**src/rtl/audio_mix_pkg.sv**
```systemverilog
// Shared widths, ramp constants and the soft-mute state type for the audio mixer.
package audio_mix_pkg;

  localparam int SAMPLE_W = 14;
  localparam int OUT_W    = 16;
  localparam int SUM_W    = 18;
  localparam int GAIN_W   = 19;
  localparam int LEVEL_W  = 7;

  localparam logic [LEVEL_W-1:0] RAMP_MAX   = 7'd64;
  localparam logic [3:0]         UNITY_GAIN = 4'd8;

  typedef enum logic [1:0] {
    MUTED,
    RAMP_UP,
    ACTIVE,
    RAMP_DOWN
  } mute_state_t;

  function automatic logic signed [SUM_W-1:0] widen(input logic signed [SAMPLE_W-1:0] x);
    return {{(SUM_W-SAMPLE_W){x[SAMPLE_W-1]}}, x};
  endfunction

endpackage

```
**src/rtl/audio_mix_sat.sv**
```systemverilog
// Applies the soft-mute level to one gained channel and saturates it to the output width.
module audio_mix_sat
  import audio_mix_pkg::*;
(
  input  logic signed [GAIN_W-1:0]  gain_i,
  input  logic        [LEVEL_W-1:0] level_i,
  output logic signed [OUT_W-1:0]   sample_o,
  output logic                      clip_o
);

  localparam int PROD_W = GAIN_W + LEVEL_W + 1;
  localparam int M_W    = PROD_W - 6;
  localparam logic signed [M_W-1:0] M_HI = M_W'(32767);
  localparam logic signed [M_W-1:0] M_LO = M_W'(-32768);

  logic signed [PROD_W-1:0] prod;
  logic signed [M_W-1:0]    m;

  always_comb begin
    prod     = PROD_W'(gain_i) * PROD_W'($signed({1'b0, level_i}));
    // dropping the low six bits of a signed product is a floor divide by 64
    m        = prod[PROD_W-1:6];
    clip_o   = 1'b0;
    sample_o = m[OUT_W-1:0];
    if (m > M_HI) begin
      sample_o = 16'sh7FFF;
      clip_o   = 1'b1;
    end else if (m < M_LO) begin
      sample_o = 16'sh8000;
      clip_o   = 1'b1;
    end
  end

endmodule

```
**src/rtl/audio_mix.sv**
```systemverilog
// Three-stage stereo mixer with master gain, soft-mute ramp and clip counter.
// Optional DC blocker between sum and gain stages: define AUDIO_MIX_DC_BLOCK_EN.
//
// state     | meaning
// MUTED     | level 0, output silent
// RAMP_UP   | level stepping toward 64, one step per strobe
// ACTIVE    | level 64, full gain
// RAMP_DOWN | level stepping toward 0, one step per strobe
module audio_mix
  import audio_mix_pkg::*;
(
  input  logic                       clk,
  input  logic                       reset,
  input  logic                       sample_stb_i,
  input  logic signed [SAMPLE_W-1:0] ssp_i,
  input  logic signed [SAMPLE_W-1:0] mb_l_i,
  input  logic signed [SAMPLE_W-1:0] mb_r_i,
  input  logic signed [SAMPLE_W-1:0] spk_i,
  input  logic        [3:0]          volume_i,
  input  logic                       mute_i,
  input  logic                       clr_clip_i,
  output logic signed [OUT_W-1:0]    core_l_o,
  output logic signed [OUT_W-1:0]    core_r_o,
  output logic                       valid_o,
  output logic        [7:0]          clip_count_o
);

  localparam int PV_W = SUM_W + 5;

  mute_state_t              state_q;
  logic [LEVEL_W-1:0]       level_q;
  logic                     s1_valid, s2_valid;
  logic signed [SUM_W-1:0]  sum_l, sum_r;
  logic [LEVEL_W-1:0]       level_s1, level_s2;
  logic signed [SUM_W-1:0]  pre_l, pre_r;
  logic [LEVEL_W-1:0]       pre_level;
  logic                     pre_valid;
  logic signed [PV_W-1:0]   prod_l, prod_r;
  logic signed [GAIN_W-1:0] g_l, g_r;
  logic signed [OUT_W-1:0]  sat_l, sat_r;
  logic                     clip_l, clip_r;

  always_ff @(posedge clk) begin
    if (reset) begin
      state_q <= MUTED;
      level_q <= '0;
    end else if (sample_stb_i) begin
      if (mute_i) begin
        if (level_q != '0) level_q <= level_q - LEVEL_W'(1);
        state_q <= (level_q <= LEVEL_W'(1)) ? MUTED : RAMP_DOWN;
      end else begin
        if (level_q != RAMP_MAX) level_q <= level_q + LEVEL_W'(1);
        state_q <= (level_q >= RAMP_MAX - LEVEL_W'(1)) ? ACTIVE : RAMP_UP;
      end
    end
  end

  // The sample rides with the level in force before this strobe's ramp step.
  always_ff @(posedge clk) begin
    if (reset) begin
      s1_valid <= 1'b0;
      sum_l    <= '0;
      sum_r    <= '0;
      level_s1 <= '0;
    end else begin
      s1_valid <= sample_stb_i;
      if (sample_stb_i) begin
        sum_l    <= widen(ssp_i) + widen(mb_l_i) + widen(spk_i);
        sum_r    <= widen(ssp_i) + widen(mb_r_i) + widen(spk_i);
        level_s1 <= level_q;
      end
    end
  end

`ifdef AUDIO_MIX_DC_BLOCK_EN
  localparam int DC_W   = 20;
  localparam int DC_A_W = DC_W + 1;

  logic signed [SUM_W-1:0]  xp_l, xp_r, dc_l, dc_r;
  logic signed [DC_W-1:0]   yp_l, yp_r;
  logic signed [DC_A_W-1:0] yn_l, yn_r;
  logic                     dc_valid;
  logic [LEVEL_W-1:0]       level_dc;

  function automatic logic signed [DC_W-1:0] clamp_state(input logic signed [DC_A_W-1:0] x);
    if (x > 21'sd524287)       return 20'sd524287;
    else if (x < -21'sd524288) return -20'sd524288;
    else                       return x[DC_W-1:0];
  endfunction

  function automatic logic signed [SUM_W-1:0] clamp_sum(input logic signed [DC_A_W-1:0] x);
    if (x > 21'sd131071)       return 18'sd131071;
    else if (x < -21'sd131072) return -18'sd131072;
    else                       return x[SUM_W-1:0];
  endfunction

  always_comb begin
    yn_l = DC_A_W'(sum_l) - DC_A_W'(xp_l) + DC_A_W'(yp_l) - DC_A_W'(yp_l >>> 10);
    yn_r = DC_A_W'(sum_r) - DC_A_W'(xp_r) + DC_A_W'(yp_r) - DC_A_W'(yp_r >>> 10);
  end

  always_ff @(posedge clk) begin
    if (reset) begin
      dc_valid <= 1'b0;
      xp_l     <= '0;
      xp_r     <= '0;
      yp_l     <= '0;
      yp_r     <= '0;
      dc_l     <= '0;
      dc_r     <= '0;
      level_dc <= '0;
    end else begin
      dc_valid <= s1_valid;
      if (s1_valid) begin
        xp_l     <= sum_l;
        xp_r     <= sum_r;
        yp_l     <= clamp_state(yn_l);
        yp_r     <= clamp_state(yn_r);
        dc_l     <= clamp_sum(yn_l);
        dc_r     <= clamp_sum(yn_r);
        level_dc <= level_s1;
      end
    end
  end

  assign pre_l     = dc_l;
  assign pre_r     = dc_r;
  assign pre_level = level_dc;
  assign pre_valid = dc_valid;
`else
  assign pre_l     = sum_l;
  assign pre_r     = sum_r;
  assign pre_level = level_s1;
  assign pre_valid = s1_valid;
`endif

  always_comb begin
    prod_l = PV_W'(pre_l) * PV_W'($signed({1'b0, volume_i}));
    prod_r = PV_W'(pre_r) * PV_W'($signed({1'b0, volume_i}));
  end

  always_ff @(posedge clk) begin
    if (reset) begin
      s2_valid <= 1'b0;
      g_l      <= '0;
      g_r      <= '0;
      level_s2 <= '0;
    end else begin
      s2_valid <= pre_valid;
      if (pre_valid) begin
        // |sum*15/8| stays below 2^16, so the 19-bit slice never truncates
        g_l      <= prod_l[GAIN_W+2:3];
        g_r      <= prod_r[GAIN_W+2:3];
        level_s2 <= pre_level;
      end
    end
  end

  audio_mix_sat u_sat_l (
    .gain_i   (g_l),
    .level_i  (level_s2),
    .sample_o (sat_l),
    .clip_o   (clip_l)
  );

  audio_mix_sat u_sat_r (
    .gain_i   (g_r),
    .level_i  (level_s2),
    .sample_o (sat_r),
    .clip_o   (clip_r)
  );

  always_ff @(posedge clk) begin
    if (reset) begin
      valid_o      <= 1'b0;
      core_l_o     <= '0;
      core_r_o     <= '0;
      clip_count_o <= '0;
    end else begin
      valid_o <= s2_valid;
      if (s2_valid) begin
        core_l_o <= sat_l;
        core_r_o <= sat_r;
      end
      if (clr_clip_i)
        clip_count_o <= '0;
      else if (s2_valid && (clip_l || clip_r) && clip_count_o != 8'hFF)
        clip_count_o <= clip_count_o + 8'd1;
    end
  end

endmodule

```
**config.mk**
```make
export PLATFORM = sky130hd
export DESIGN_NAME = audio_mix
export DESIGN_NICKNAME = d
export VERILOG_FILES = /design/src/rtl/audio_mix_pkg.sv /design/src/rtl/audio_mix_sat.sv /design/src/rtl/audio_mix.sv
export SDC_FILE = /design/constraint.sdc
export NUM_CORES = 1
export LEC_CHECK = 0
export CORE_MARGIN = 8
export CORE_UTILIZATION = 57
export CTS_CLUSTER_SIZE = 16
export DETAILED_ROUTE_END_ITERATION = 6
export GPL_TIMING_DRIVEN = 0
export PLACE_DENSITY = 0.78
export SKIP_LAST_GASP = 1
export SYNTH_ARGS = -nofsm -noshare
export SYNTH_HDL_FRONTEND = slang
export SYNTH_HIERARCHICAL = 1
export SYNTH_SLANG_ARGS = --single-unit
```
**constraint.sdc**
```tcl
create_clock -name clk -period 5.7 [get_ports clk]
set_clock_uncertainty 0.2 [all_clocks]
set_input_delay 0.855 -clock clk [delete_from_list [all_inputs] [get_ports clk]]
set_output_delay 0.855 -clock clk [all_outputs]
set_load 0.01 [all_outputs]
```
# Yosys cells after proc, flatten, opt, wreduce, memory -nomap -nowiden
# Cells that the tools add are included.
[totals]
ff_bits = 134
input_bits = 65
wordCells = 49
[op_classes]
addsub = 7
order_cmp = 4
mux = 11
multipliers = 4
reduce_logical = 7
n_eq_ne = 3
[ops]
columns = ["cell", "n"]
rows = [
  ["two-way mux 16 bit", 4],
  ["multiplier 19 x 8 -> 27 bit", 2],
  ["> comparator 21 x 16 -> 1 bit, second input constant", 2],
  ["less-than comparator 21 x 16 -> 1 bit, second input constant", 2],
  ["multiplier 16 x 5 -> 21 bit", 2],
  ["adder 15 x 14 -> 16 bit", 2],
  ["adder 14 x 14 -> 15 bit", 2],
  ["two-way mux 7 bit", 3],
  ["adder 8 x 1 -> 8 bit, second input constant", 1],
  ["inequality test 8 bit, second input constant", 1],
  ["adder 7 x 1 -> 7 bit, second input constant", 1],
  ["inequality test 7 bit, second input constant", 1],
  ["nonzero test 7 bit", 1],
  ["subtractor 7 x 1 -> 7 bit, second input constant", 1],
  ["two-way mux 1 bit", 4],
  ["AND reduction 3 bit", 1],
  ["logical AND 1 bit", 2],
  ["inequality test 2 x 1 -> 1 bit, second input constant", 1],
  ["nonzero test 2 bit", 1],
  ["OR reduction 2 bit", 1],
  ["logical OR 1 bit", 1],
]

# Logic depth before layout (Yosys ltp)
# Gate-level depths: netlist of the first run.
[logic_depth]
word_depth = 7
depth_mapped = 28
mapped_depth_nobuf = 24

# Modules after synthesis
# The synthesis of the first run kept the hierarchy.
[by_module_without_submodules]
columns = ["mod", "cells_per_inst", "area_per_inst_um2", "seq_area_each_um2", "n_inst"]
rows = [
  ["audio_mix", 1344, 11647.4, 2642.5, 1],
  ["audio_mix_sat (u_sat_r)", 576, 5051.1, 0.0, 1],
  ["audio_mix_sat (u_sat_l)", 571, 4977.3, 0.0, 1],
]

# Worst setup path before layout of the first run
# Ideal clock, no wire load.
[synth_path]
path_kind = "reg-to-reg"
from = "register level_s2[2]"
to = "register clip_count_o[5]"
path_stages_with_launch = 26
setup_ns = 0.124
synth_period_minus_slack_ns = 6.229
n_path_buf = 3
setup_slack_ns = -0.529
required_time_ns = 5.376
arrival_time_ns = 5.904
cell_sequence = "dfxtp_1 -> clkbuf_1 -> nand2_1 -> fa_1 -> fa_1 -> inv_1 -> fa_1 -> inv_1 -> fa_1 -> inv_1 -> ha_1 -> a21oi_1 -> o21ai_1 -> and2_1 -> o311a_4 -> or2_1 -> o311ai_2 -> o2111ai_1 -> o21ai_2 -> buf_6 -> nand2_2 -> o221ai_1 -> clkbuf_1 -> nor3_1 -> xnor2_1 -> nor2_1"
[synth_between]
elab_chain_cells = 7
word_cells_on_any_way = 13
classes_between = "2 x mul; 4 x order compare; 4 x mux; 3 x reduce/logical"
[synth_rtl]
columns = ["element", "line", "source"]
rows = [
  ["from (decl)", "audio_mix.sv:34", "logic [LEVEL_W-1:0] level_s1, level_s2;"],
  ["from (signal assigned)", "audio_mix.sv:154", "level_s2 <= pre_level;"],
  ["multiplier 19 x 8 -> 27 bit *", "audio_mix_sat.sv:20", "prod = PROD_W'(gain_i) * PROD_W'($signed({1'b0, level_i}));"],
  ["less-than comparator 21 x 16 -> 1 bit", "audio_mix_sat.sv:28", "end else if (m < M_LO) begin"],
  ["two-way mux 1 bit", "audio_mix_sat.sv:28", ""],
  ["two-way mux 1 bit *", "audio_mix_sat.sv:25", "if (m > M_HI) begin"],
  ["named net clip_r", "audio_mix.sv:41", "logic clip_l, clip_r;"],
  ["logical OR 1 bit *", "audio_mix.sv:187", "else if (s2_valid && (clip_l || clip_r) && clip_count_o != 8'hFF)"],
  ["logical AND 1 bit * (2 in a row)", "audio_mix.sv:187", ""],
  ["to (signal assigned)", "audio_mix.sv:188", "clip_count_o <= clip_count_o + 8'd1;"],
  ["to (decl)", "audio_mix.sv:25", "output logic [7:0] clip_count_o"],
]
# Mark *: on every way through the listed nets, which the timed path passes. The rest lies on a longest branch.
# A chain may end at the register's enable or synchronous reset.

# Worst setup path after layout of the first run
[layout_path]
from = "register level_s2[3]"
to = "register clip_count_o[6]"
# The elaborated chain is that of the path after synthesis.

==> flow_summary.yaml, run 1 <==
die:
  num_io_pins: 106
  fp.dieW_um: 211
  dieArea_um2: 44500
  core_region_area_um2: 37600
  std_cell_rows: 71
  start_util_pct: 57.7
  die-height_um: 211
synth:
  syn_avg_cell_area_um2: 8.70
  ys_types: 89
  ys.flop_type: "dfxtp_1"
  synth_top_cell_area_share_pct: 27.4
  syn_nets: 3067
  netlist_instances: 2491
  synth_compound_area_share_pct: 12.9
  synth_top_family_by_area: "adder cells"
  synth-simple-area-share_pct: 19.2
  synthArstFlopShare_pct: 0
  ys_ff_latch: 132
  synth-edff-count: 0
  synth_xor_area_share_pct: 3.56
  syn_area_um2: 21700
  yosys_warnings: 6
  yosys.cell_count.top_type: "inv_1"
  yosysSeqAreaShare_pct: 12.2
  yosys.area_share.adder_pct: 39.8
  synthMuxAreaShare_pct: 3.20
  synth.area.top_cells: "fa_1, ha_1, dfxtp_1"
  yosys-top-cells-count: "inv_1, and2_1, fa_1"
  synth_top_area_cell: "fa_1"
job:
  maxCapViolCount: 0
placed_design:
  hpwlAfterDp_um: 43700
  place.gp.congestion: 0.913
  numPlacedInstances: 3106
  io_buffer_count: 104
  dpl_worst_slack_ps: -1070
sta:
  max_freq_ghz: 0.164
  rsz0062_at_grt: "true"
  finalHoldViolations: 0
  max_slew_margin_pct: 38.1
  tightest_slew_ps: 929
  min_period_ps: 6090
  final.setup.worst_slack_ps: -392
  fin_crit_sh_pct: 107
  finalSetupViolCount: 32
  drv_slew: 0
power_and_ir_drop:
  p_per_area_nw_per_um2: 154
  peakVddDrop_uv: 172
  p_leak_nw: 12.1
  power.total_mw: 3.88
route:
  firstDrtPassIters: 5
  drc: 0
  drtIter0Drc: 1104
  wl_um: 56900
  vias_per_cell: 5.61
  ant_nets: 0
  wire_per_inst_um: 17.9
  vias: 17852
clock_tree:
  cts_buffer_depth: 2
  ctsHoldBuffers: 0
  numCtsBuffers: 17
  cts.sinks: 132
  cts_tree: "yes"
  clkSlewWorstSetupHoldPaths_ps: 70
  clock-root-buffer: "clkbuf_16"
  ctsHtreeMaxLevel: 4
  clk_latency_ps: 430
critical_path:
  cp_data_required_time_ps: 5850
  crit_path_max_fanout: 6
  arrival_ps: 6240
  end_kind: "flop"
  start_kind: "flop"
  worstSetupPathType: "reg -> reg"
  ff2ff_path_depth: 25
worst_hold_path:
  holdPathStages: 2
  hold_class: "reg -> reg"
run_status:
  violations: "negative setup slack"
  outcome: "finished, violations left"
cells_and_area:
  antenna_cells: 0
  fill_cells: 2862
  stdcell_count: 3185
  fin_nets: 3237
  drive_gt1_share_pct: 9.99
  syn_to_final_growth_pct: 16.1
grt:
  grt_usage_pct: 25.1
  grt_pass1_wl_um: 91500
  gr-total-overflow: 0
  antenna_found_initial: 0
  grt_pass1_vias: 18672
  grt_max_degree: 22
[area by class of cell]
type / instances / area [um2] / area share, %
Multi-Input combinational cell: 1839 / 17700 / 70.3
Sequential cell: 132 / 2680 / 10.6
Inverter: 447 / 1680 / 6.67
Timing Repair Buffer: 152 / 1480 / 5.88
Tap cell: 511 / 639 / 2.54
Clock buffer: 19 / 454 / 1.80
Buffer: 72 / 409 / 1.63
Clock inverter: 13 / 136 / 0.542
[registers in the layout (all words and copies together) (netlist names), 7 cells and up]
| register | flops |
|---|---|
| pre_l | 16 |
| g_l | 18 |
| level_q | 7 |
| level_s2 | 7 |
| core_l_o | 16 |
| clip_count_o | 8 |
| core_r_o | 16 |
| level_s1 | 7 |
| pre_r | 16 |
| g_r | 18 |
[path summary, 6_finish.rpt]
kind / from / end / slack (ps)
max: level_s2[3] / clip_count_o[6] / -390
min: core_l_o[7] / core_l_o[7] / 290
max reg2reg: level_s2[3] / clip_count_o[6] / -390
min reg2reg: core_l_o[7] / core_l_o[7] / 290
[per-stage QoR]
stage / utilization (%) / area, um2 / hold slack [ps] / setup TNS, ps
floorplan: - / 21900 / 260 / 0
detailed placement: 62.6 / 23500 / 283 / -23440
CTS: 65.9 / 24800 / 298 / -2840
global route: 67.0 / 25200 / 325 / -12400
global placement: 62.6 / 23500 / 272 / -19910
finish: 67.0 / 25200 / 295 / -4790
[worst max-delay path, stage by stage (launching register included)]
cell and delay [ps]:
dfxtp_4 440, buf_6 150, buf_8 120, nand2_1 80, fa_2 380, fa_1 570
inv_2 50, fa_1 530, inv_1 50, fa_1 470, inv_1 60, ha_4 260
buf_6 110, and3_1 210, and3_1 250, o311a_4 260, o21ai_2 80, nor4b_4 140
a2111oi_4 400, o21ai_2 160, buf_6 160, nand2_4 80, o221ai_4 140, buf_6 180
or3_1 320, a21oi_1 170
[report_power, final]
group	leakage, nW	total (mW)	internal [mW]	switching (mW)
combinational	10.8	1.57	0.668	0.905
sequential	1.08	1.17	1.01	0.155
clock	0.281	1.14	0.642	0.495
[placed cells by master, fill, tap and decap left out, drive strengths merged, types with 66 or more instances in the layout]
cell type / Yosys / routed
a21oi: 116 / 116
and2: 318 / 318
buf: 14 / 66
clkbuf: 59 / 73
clkdlybuf4s50: 0 / 104
dfxtp: 132 / 132
fa: 297 / 297
ha: 214 / 214
inv: 447 / 454
mux2i: 67 / 67
nand2: 158 / 158
nor2: 126 / 126
o21ai: 101 / 101
xnor2: 66 / 66
[layer usage]
| metal | GRT usage [%] | share of wire (%) |
|---|---|---|
| met1 | 29.9 | 41 |
| met4 | 11.1 | 4.5 |
| met2 | 43.5 | 48 |
| met3 | 4.88 | 6.3 |
| met5 | 0 | 0 |
[cell families (layout without fill, tap and decap cells)]
logic type                 after synthesis  in the layout
buffers and inverters                  520            703
AOI/OAI and AO/OA                      398            398
xor gates and xnor gates                88             88
muxes                                   69             69
adders and majority gates              511            511
DFF                                    132            132
and+or+nand+nor                        773            773
[timing repair]
| action | CTS | global route |
|---|---|---|
| cloned | 3 | 1 |
| endpoints found under the setup margin | 40 | 39 |
| setup buffers | 32 | 13 |
| pin swaps | 31 | 55 |
| resized for setup | 76 | 83 |
Note: power is estimated with default switching activity, not from simulation.
==> inputs of run 2 (changes only) <==
- SKIP_CTS_REPAIR_TIMING: default -> 1
==> flow_summary.yaml, run 2 (synthesis gave the netlist of run 1 again) <==
sta:
  drv_slew: 0
  fin_crit_sh_pct: 109
  min_period_ps: 6190
  rsz0062_at_grt: "true"
  max_slew_margin_pct: 33.8
  max_freq_ghz: 0.161
  finalHoldViolations: 0
  tightest_slew_ps: 993
  final.setup.worst_slack_ps: -495
  fin_setup_tns_ps: -6970
  finalSetupViolCount: 35
critical_path:
  r2r_end: "clip_count_o[6]"
  reg2reg_setup_slack_ps: -490
  end_kind: "flop"
  worstSetupPathType: "reg -> reg"
  start_kind: "flop"
  crit_path_max_fanout: 6
  ff2ff_path_depth: 24
  arrival_ps: 6350
  cp_data_required_time_ps: 5850
  r2r_start: "level_s2[3]"
cells_and_area:
  seqCellArea_um2: 2680
  multiInputGateArea_um2: 17800
  fin_nets: 3248
  layout.cells.most_common: "inv_1"
  final_util_pct: 67.7
  top_regs: "g_l (18), g_r (18)"
  fill_cells: 2835
  final_cell_mix: "inv_1, and2_1, fa_1, ha_1, nand2_1"
  antenna_cells: 0
  syn_to_final_growth_pct: 17.4
  drive_gt1_share_pct: 10.9
grt:
  grt_max_degree: 22
  antenna_found_initial: 0
  grt_usage_pct: 24.1
  grt_pass1_vias: 18277
  grt_pass1_wl_um: 88600
  gr-total-overflow: 0
worst_hold_path:
  whs_endpoint: "core_l_o[7]"
  hp-start: "core_l_o[7]"
  hold_class: "reg -> reg"
  holdPathStages: 2
clock_tree:
  numCtsBuffers: 17
  clkSlewWorstSetupHoldPaths_ps: 70
  clock-root-buffer: "clkbuf_16"
  cts_buffer_depth: 2
  clk_latency_ps: 430
  cts_tree: "yes"
  cts.sinks: 132
  ctsHtreeMaxLevel: 4
die:
  dieArea_um2: 44500
  std_cell_rows: 71
  fp.dieW_um: 211
  die-height_um: 211
  num_io_pins: 106
  core_region_area_um2: 37600
  start_util_pct: 57.7
power_and_ir_drop:
  peakVddDrop_uv: 167
  p_leak_nw: 12.2
  p_per_area_nw_per_um2: 153
  power.total_mw: 3.89
placed_design:
  io_buffer_count: 104
  place.gp.congestion: 0.913
  dpl_worst_slack_ps: -1070
  hpwlAfterDp_um: 43700
route:
  drc: 1
  wire_per_inst_um: 18.0
  ant_nets: 0
  vias: 17896
  firstDrtPassIters: 7
  wl_um: 57400
  vias_per_cell: 5.60
  drtIter0Drc: 1175
run_status:
  violations: "design-rule violations, negative setup slack"
  outcome: "finished, violations left"
job:
  maxCapViolCount: 0
-- run 2: cell types whose count changed in the layout (fill, tap and decap cells not counted), sizes merged --
cell,before,now
clkbuf,73,77
buf,66,73
-- run 2: per-stage QoR --
step                      cells  hold slack, ps  area [um2]
after detailed placement   3106             283       23500
after global routing       3196             325       25500
final                      3196             294       25500
after global placement     3106             272       23500
after CTS                  3138             298       24100
after floorplan            2491             260       21900
-- run 2: final cells by class --
| type | count | share of cell area [%] |
|---|---|---|
| sequential | 132 | 10.5 |
| timing repair buffer | 163 | 6.66 |
| clock inverter | 13 | 0.536 |
| buffer | 72 | 1.63 |
| multi-input combinational | 1839 | 69.8 |
| inverter | 447 | 6.59 |
| clock buffer | 19 | 1.78 |
| tap | 511 | 2.51 |
-- run 2: worst max-delay path by stage --
| stage | from | endpoint | slack, ps | cells past startpoint |
|---|---|---|---|---|
| final | level_s2[3] | clip_count_o[6] | -490 | 24 |
| after global routing | level_s2[3] | clip_count_o[6] | -660 | 24 |
| after CTS | level_s2[5] | clip_count_o[5] | -1140 | 24 |
| after detailed placement | level_s2[5] | clip_count_o[5] | -1070 | 23 |
| after global placement | level_s2[5] | clip_count_o[5] | -970 | 23 |
| after floorplan | level_s2[2] | clip_count_o[5] | 2 | 26 |
-- run 2: metal layers --
layer / track usage (%) / vias up / share of wire (%)
met5: 0 / - / 0
met4: 9.75 / 0 / 4.3
met3: 4.20 / 151 / 6.4
met2: 41.8 / 667 / 49
met1: 29.5 / 8642 / 41
li1: - / 8436 / -
-- run 2: worst max-delay path: stages (launching register included) --
cell and delay, ps:
dfxtp_4 400, buf_12 150, buf_8 120, and2_1 140, fa_1 490, fa_1 470, fa_1 510, inv_1 50
fa_1 510, inv_1 90, ha_4 310, nand4_1 200, nor3_4 360, a221oi_4 140, o21ai_4 240, buf_6 130
nand2b_4 50, a211oi_4 320, o41ai_4 150, buf_6 150, nand2_4 80, o221ai_4 140, buf_6 170, or3_1 380
a21oi_1 150
-- run 2: power by group --
| part | leakage [nW] | total (mW) | switching (mW) | internal (mW) |
|---|---|---|---|---|
| clock network | 0.281 | 1.14 | 0.498 | 0.642 |
| logic | 10.9 | 1.58 | 0.909 | 0.676 |
| registers | 1.08 | 1.17 | 0.156 | 1.01 |
| total | 12.2 | 3.89 | 1.56 | 2.33 |
